==> config.mk <==
export PLATFORM = sky130hd
export DESIGN_NAME = iu_exec_wb
export DESIGN_NICKNAME = d
export VERILOG_FILES = /design/src/rtl/iu_exec_wb.sv
export SDC_FILE = /design/constraint.sdc
export NUM_CORES = 1
export LEC_CHECK = 0
export CAP_MARGIN = 30
export CORE_UTILIZATION = 41
export DETAILED_ROUTE_END_ITERATION = 6
export HOLD_SLACK_MARGIN = 0.05
export PLACE_DENSITY = 0.82
export SKIP_LAST_GASP = 1
export SLEW_MARGIN = 15
export SYNTH_ARGS = -nofsm -noshare
export SYNTH_HDL_FRONTEND = slang
export SYNTH_SLANG_ARGS = --single-unit
==> constraint.sdc <==
create_clock -name clk -period 3.3 [get_ports clk]
set_clock_uncertainty 0.05 [all_clocks]
set_input_delay 0.99 -clock clk [delete_from_list [all_inputs] [get_ports clk]]
set_output_delay 0.99 -clock clk [all_outputs]
set_load 0.1 [all_outputs]
==> src/rtl/iu_exec_wb.sv <==
// Execute-to-writeback stage of the SPARC integer unit: one-entry result buffer,
// architectural ICC register with WRPSR path, adder carry feedback and Bicc evaluation.
module iu_exec_wb (
  input  logic        clk,
  input  logic        rst,
  input  logic        in_valid,
  output logic        in_ready,
  input  logic [5:0]  in_op,
  input  logic [31:0] in_result,
  input  logic [3:0]  in_flags,
  input  logic [4:0]  in_rd,
  input  logic        in_we,
  input  logic        wrpsr_en,
  input  logic [3:0]  wrpsr_icc,
  input  logic        bicc_valid,
  input  logic [3:0]  bicc_cond,
  input  logic        bicc_annul,
  output logic        out_valid,
  input  logic        out_ready,
  output logic [31:0] out_result,
  output logic [4:0]  out_rd,
  output logic        out_we,
  output logic [3:0]  icc,
  output logic        carry_out,
  output logic        br_valid,
  output logic        br_taken,
  output logic        br_annul,
  output logic        illegal_op
);

  // Handshake: a transfer happens on a rising edge where valid and ready are both 1.
  // Ready never looks at valid, and a valid producer holds its payload until accepted.

  logic        r_out_valid;
  logic [31:0] r_out_result;
  logic [4:0]  r_out_rd;
  logic        r_out_we;
  logic [3:0]  r_icc;
  logic        r_br_valid;
  logic        r_br_taken;
  logic        r_br_annul;
  logic        r_illegal;

  logic       w_accept;
  logic       w_legal;
  logic       w_cc_upd;
  logic [3:0] w_icc_nx;
  logic       w_n;
  logic       w_z;
  logic       w_v;
  logic       w_c;
  logic       w_taken;
  logic       w_annul;

  // Reset discards the buffer, so the stage is always ready while rst is high.
  assign in_ready = rst | ~r_out_valid | out_ready;
  assign w_accept = in_valid & in_ready;

  // Legal encodings are exactly bit5=0 and bits[1:0]=0; bit4 marks the cc variant.
  assign w_legal  = ~in_op[5] & (in_op[1:0] == 2'b00);
  assign w_cc_upd = w_accept & w_legal & in_op[4];

  always_comb begin
    w_icc_nx = r_icc;
    if (w_cc_upd) begin
      w_icc_nx = in_flags;
    end else if (wrpsr_en) begin
      w_icc_nx = wrpsr_icc;
    end
  end

  assign w_n = w_icc_nx[3];
  assign w_z = w_icc_nx[2];
  assign w_v = w_icc_nx[1];
  assign w_c = w_icc_nx[0];

  // Branches see the ICC value being written this cycle (bypass).
  always_comb begin
    w_taken = 1'b0;
    case (bicc_cond)
      4'h0: w_taken = 1'b0;
      4'h1: w_taken = w_z;
      4'h2: w_taken = w_z | (w_n ^ w_v);
      4'h3: w_taken = w_n ^ w_v;
      4'h4: w_taken = w_c | w_z;
      4'h5: w_taken = w_c;
      4'h6: w_taken = w_n;
      4'h7: w_taken = w_v;
      4'h8: w_taken = 1'b1;
      4'h9: w_taken = ~w_z;
      4'hA: w_taken = ~(w_z | (w_n ^ w_v));
      4'hB: w_taken = ~(w_n ^ w_v);
      4'hC: w_taken = ~(w_c | w_z);
      4'hD: w_taken = ~w_c;
      4'hE: w_taken = ~w_n;
      4'hF: w_taken = ~w_v;
      default: w_taken = 1'b0;
    endcase
  end

  // BA,a annuls the delay slot even though it is taken.
  assign w_annul = bicc_annul & (~w_taken | (bicc_cond == 4'h8));

  always_ff @(posedge clk) begin
    if (rst) begin
      r_out_valid  <= 1'b0;
      r_out_result <= 32'h0;
      r_out_rd     <= 5'h0;
      r_out_we     <= 1'b0;
    end else if (w_accept) begin
      r_out_valid  <= 1'b1;
      r_out_result <= in_result;
      r_out_rd     <= in_rd;
      r_out_we     <= in_we;
    end else if (out_ready) begin
      r_out_valid  <= 1'b0;
    end
  end

  always_ff @(posedge clk) begin
    if (rst) begin
      r_icc      <= 4'h0;
      r_br_valid <= 1'b0;
      r_br_taken <= 1'b0;
      r_br_annul <= 1'b0;
      r_illegal  <= 1'b0;
    end else begin
      r_icc      <= w_icc_nx;
      r_br_valid <= bicc_valid;
      r_br_taken <= bicc_valid & w_taken;
      r_br_annul <= bicc_valid & w_annul;
      r_illegal  <= w_accept & ~w_legal;
    end
  end

  assign out_valid  = r_out_valid;
  assign out_result = r_out_result;
  assign out_rd     = r_out_rd;
  assign out_we     = r_out_valid & r_out_we;
  assign icc        = r_icc;
  assign carry_out  = r_icc[0];
  assign br_valid   = r_br_valid;
  assign br_taken   = r_br_taken;
  assign br_annul   = r_br_annul;
  assign illegal_op = r_illegal;

endmodule

; After elaboration in Yosys (flattened, before gate mapping)
; Index checks and enable logic that the tools add are counted.
[word_totals]
ramBits = 0
elab_cells = 58
n_memories = 0
output_inout_bits = 49
mem_bits_ro = 0
regBits = 47
latch_bits = 0
in_bits = 63
[classes]
n_eq_ne = 15
n_bitwise = 26
mux = 5
mul = 0
addsub = 0
n_reduce_logical = 3
shifts = 0
div = 0
n_lt_le_gt_ge = 0
[op_table]
columns = operator, count
row1 = $eq A4 B4 Y1 const B, 8
row2 = $eq A4 B3 Y1 const B, 4
row3 = $pmux W1 S16, 1
row4 = $not A1 Y1, 11
row5 = $and A1 B1 Y1, 9
row6 = $eq A4 B2 Y1 const B, 2
row7 = $mux W4, 2
row8 = $or A1 B1 Y1, 5
row9 = $eq A4 B1 Y1 const B, 1
row10 = $logic_not A4 Y1, 1
row11 = $logic_not A2 Y1, 1
row12 = $mux W1, 2
row13 = $reduce_bool A2 Y1, 1
row14 = $xor A1 B1 Y1, 1

; Logic depth before layout (Yosys ltp)
[depth]
ltp_word = 15
mapped_depth = 8
depth_no_buf = 6

; Worst setup path after synthesis
; No wires, ideal clock.
[synth_timing]
path_type = input to register
start = input port rst
end = register r_br_annul, in the netlist br_annul
t_arrival_ns = 2.824
path_slack_ns = 0.295
setup_ns = 0.131
required_ns = 3.119
path_buffers = 1
path_stages = 7
cell_sequence = buf_2 -> nor3b_4 -> inv_1 -> nand3_1 -> a211oi_1 -> a32o_1 -> a211oi_2
[synth_via]
elab_chain_cells = 14
word_cells_on_any_way = 21
cone_classes = 2 x mux / 19 x bitwise
[synth_rtl]
columns = element, line_no
row1 = "start, declared", 5  ; input logic rst,
row2 = $or A1 B1 Y1 * (2 in series), 56  ; assign in_ready = rst | ~r_out_valid | out_ready;
row3 = named net in_ready, 7  ; output logic in_ready,
row4 = $and A1 B1 Y1 *, 57  ; assign w_accept = in_valid & in_ready;
row5 = $and A1 B1 Y1 * (2 in series), 61  ; assign w_cc_upd = w_accept & w_legal & in_op[4];
row6 = $mux W4 *, 65  ; if (w_cc_upd) begin
row7 = $xor A1 B1 Y1, n/a
row8 = $or A1 B1 Y1, "83, 91"
row9 = $not A1 Y1, 91  ; 4'hA: w_taken = ~(w_z | (w_n ^ w_v));
row10 = $pmux W1 S16 *, 80  ; case (bicc_cond)
row11 = $not A1 Y1 *, 102  ; assign w_annul = bicc_annul & (~w_taken | (bicc_cond == 4'h8));
row12 = $or A1 B1 Y1 *, 102
row13 = $and A1 B1 Y1 *, 102
row14 = $and A1 B1 Y1 *, 131  ; r_br_annul <= bicc_valid & w_annul;
row15 = "end signal, assigned", 131
row16 = "end, declared", 41  ; logic r_br_annul;
; The timed path passes the listed nets; every way through them passes the cells marked *.
; A chain may end at the register's enable or synchronous reset.

; Final worst setup path
[layout_timing]
start = input port out_ready
end = output port in_ready
[layout_via]
elab_chain_cells = 1
[layout_rtl]
columns = element, line_no
row1 = "start, declared", 19  ; input logic out_ready,
row2 = $or A1 B1 Y1, 56
row3 = "end, declared", 7
; No other way between the ends.

==> results_dict.tcl <==
set metrics [dict create \
    finalWeightedCongestion 0.899 \
    numCtsBuffers 5 \
    power_mw 1.57 \
    grt_antenna_before_repair 0 \
    boundaryPins 112 \
    syn_avg_cell_area_um2 8.41 \
    required_ns 2.26 \
    post_cts_buffers 0 \
    rsz0062_at_grt "false" \
    dieWidth_um 71.4 \
    track_usage_pct 21.7 \
    status "completed" \
    syn_nets 298 \
    drive_gt1_share_pct 20.3 \
    viasPerCell 5.10 \
    yosysTopAreaCell "dfxtp_1" \
    path_max_fanout 5 \
    cts-root-buf "clkbuf_8" \
    fin_crit_sh_pct 92.9 \
    finalWorstPathRequiredPeriod_ns 3.06 \
    cap_viol_max_count 0 \
    min-delay-start "out_result[30]" \
    cts.sinks 47 \
    clk_pin_slew_worst_paths_ns 0.08 \
    nets 406 \
    ys_seq_elements 47 \
    initial_core_util_pct 43.9 \
    postSynth.asyncResetShare_pct 0 \
    powerDensity_nw_per_um2 505 \
    core_um2 4500 \
    vias 2020 \
    syn_inst 235 \
    yosysTopAreaCellShare_pct 47.6 \
    ctsLongestPathBuffers 2 \
    ys_top_cells_by_count "dfxtp_1, nand2_1, a21oi_1" \
    ctsResizeCount 0 \
    postPlaceCellArea_um2 3010 \
    cts_tree "built" \
    drtIter0Drc 91 \
    drc 0 \
    wl_per_cell_um 13.3 \
    grt_pass1_vias 2048 \
    slowest_delay_ns 0.46 \
    end_kind "output port" \
    routed_wl_um 5280 \
    synth_ff_type "dfxtp_1" \
    grt_pass1_wl_um 8910 \
    crit_slowest_cell "clkdlybuf4s50_1" \
    rows 24 \
    worstSetupPathType "primary input to output port" \
    die-area_um2 5100 \
    clock_latency_ns 0.29 \
    final_area_um2 3100 \
    cp-start-kind "primary input" \
    regToRegSetupSlack_ns 1.51 \
    synth_edf_count 0 \
    max_freq_mhz 326 \
    dpl.hpwl_um 3830 \
    synth_area_um2 1980 \
    dieHeight_um 71.4 \
    n_antenna_cell 0 \
    vdd_drop_max_v 0.000322 \
    holdWs_ns 0.407 \
    holdPathStages 2 \
    hold_buffers 0 \
    synth-seq-area-share_pct 47.6 \
    synth_most_common_cell "dfxtp_1" \
    grt_max_degree 46 \
    cp_cell_sequence "clkdlybuf4s50_1 > nor3b_4 > inv_1 > buf_12" \
    min_to "out_result[30]" \
    critPathArrivalTime_ns 2.02 \
    p_leak_nw 1.30 \
    synth.area.top_cells "dfxtp_1, a21oi_1, nand2_1" \
    hold_viol 0 \
    yosys_warnings 0 \
    slew_viol_final 0 \
    worstMarginPinSlew_ns 0.490 \
    min_path_type "flop to flop" \
    ctsHtreeMaxLevel 2 \
    ff2ff_path_depth 6 \
    io_buffers 109 \
    timing.rr.start "out_valid" \
    max_slew_margin_pct 67.2 \
    reg2reg_to "br_annul" \
    fin_tns_setup_ns 0 \
    grt_overflow 0 \
    postRouteAntennaNets 0 \
    synth.distinct_cells 35 \
    detail_route.first_pass.iterations 4 \
    setup_viol 0 \
    n_fill_cell 402 \
    area_growth_pct 57.1 \
]
logic make-up after synthesis:
| family | synth area share, % |
|---|---|
| buffers and inverters | 4.12 |
| AO/OA/AOI/OAI | 17.2 |
| AND/OR/NAND/NOR | 24.6 |
| multiplexers | 4.69 |
| flip-flops | 47.6 |
| XOR/XNOR | 1.77 |
routing by layer:
layer  routed length [um]  GRT usage (%)
met1                 2190           25.3
met2                 2580           39.0
met3                  484           7.17
met4                   17           4.22
met5                    0              0
sequential cells by signal, summed over array words and instances, names as in the netlist:
register	cells
r_out_we	1
out_result	32
illegal_op	1
out_rd	5
br_annul	1
icc	4
br_taken	1
br_valid	1
out_valid	1
critical path: cells and delay by family:
family | cells | cell delay (ns)
buffers and inverters | 3 | 0.81
and+or+nand+nor | 1 | 0.22
cell usage in the layout, fill, tap and decap left out, types with 2 or more instances in the layout:
| cell type | instances |
|---|---|
| clkbuf_8 | 6 |
| nor3_1 | 2 |
| mux2i_1 | 7 |
| inv_1 | 4 |
| nand2_1 | 43 |
| a211oi_1 | 4 |
| nand2b_1 | 21 |
| xnor2_1 | 3 |
| o21ai_0 | 2 |
| a21oi_1 | 38 |
| nor2_1 | 26 |
| nand3_1 | 3 |
| clkdlybuf4s50_1 | 60 |
| dfxtp_1 | 47 |
| buf_4 | 55 |
final cells by class:
| class | count | area [um2] | area share, % |
|---|---|---|---|
| Timing Repair Buffer | 116 | 1030 | 33.3 |
| Multi-Input combinational cell | 169 | 953 | 30.7 |
| Sequential cell | 47 | 941 | 30.3 |
| Clock buffer | 7 | 86.3 | 2.78 |
| Tap cell | 52 | 65.1 | 2.10 |
| Inverter | 4 | 15.0 | 0.484 |
| Clock inverter | 1 | 8.76 | 0.282 |
per-stage QoR:
step	util, %	std cells	setup WS, ns
finish	68.9	396	0.236
global route	68.9	396	0.185
CTS	68.9	396	0.233
detailed placement	66.8	388	0.164
global placement	66.6	387	0.192
floorplan	-	235	0.295
worst max path at each step:
stage              start        to  slack, ns  cells after the start
2_1_floorplan        rst  br_annul       0.29                      7
3_3_place_gp    in_op[1]  br_annul       0.19                      6
3_5_place_dp    in_op[1]  br_annul       0.16                      6
4_1_cts        out_ready  in_ready       0.23                      4
5_1_grt        out_ready  in_ready       0.19                      4
6_report       out_ready  in_ready       0.24                      4
power by group:
part / switching [mW] / total, mW / leakage, nW / internal [mW]
clock: 0.189 / 0.361 / 0.0484 / 0.172
combinational: 0.410 / 0.576 / 0.867 / 0.166
sequential: 0.0222 / 0.631 / 0.389 / 0.609
total: 0.621 / 1.57 / 1.30 / 0.947
Power figures use the tool's default switching activity.
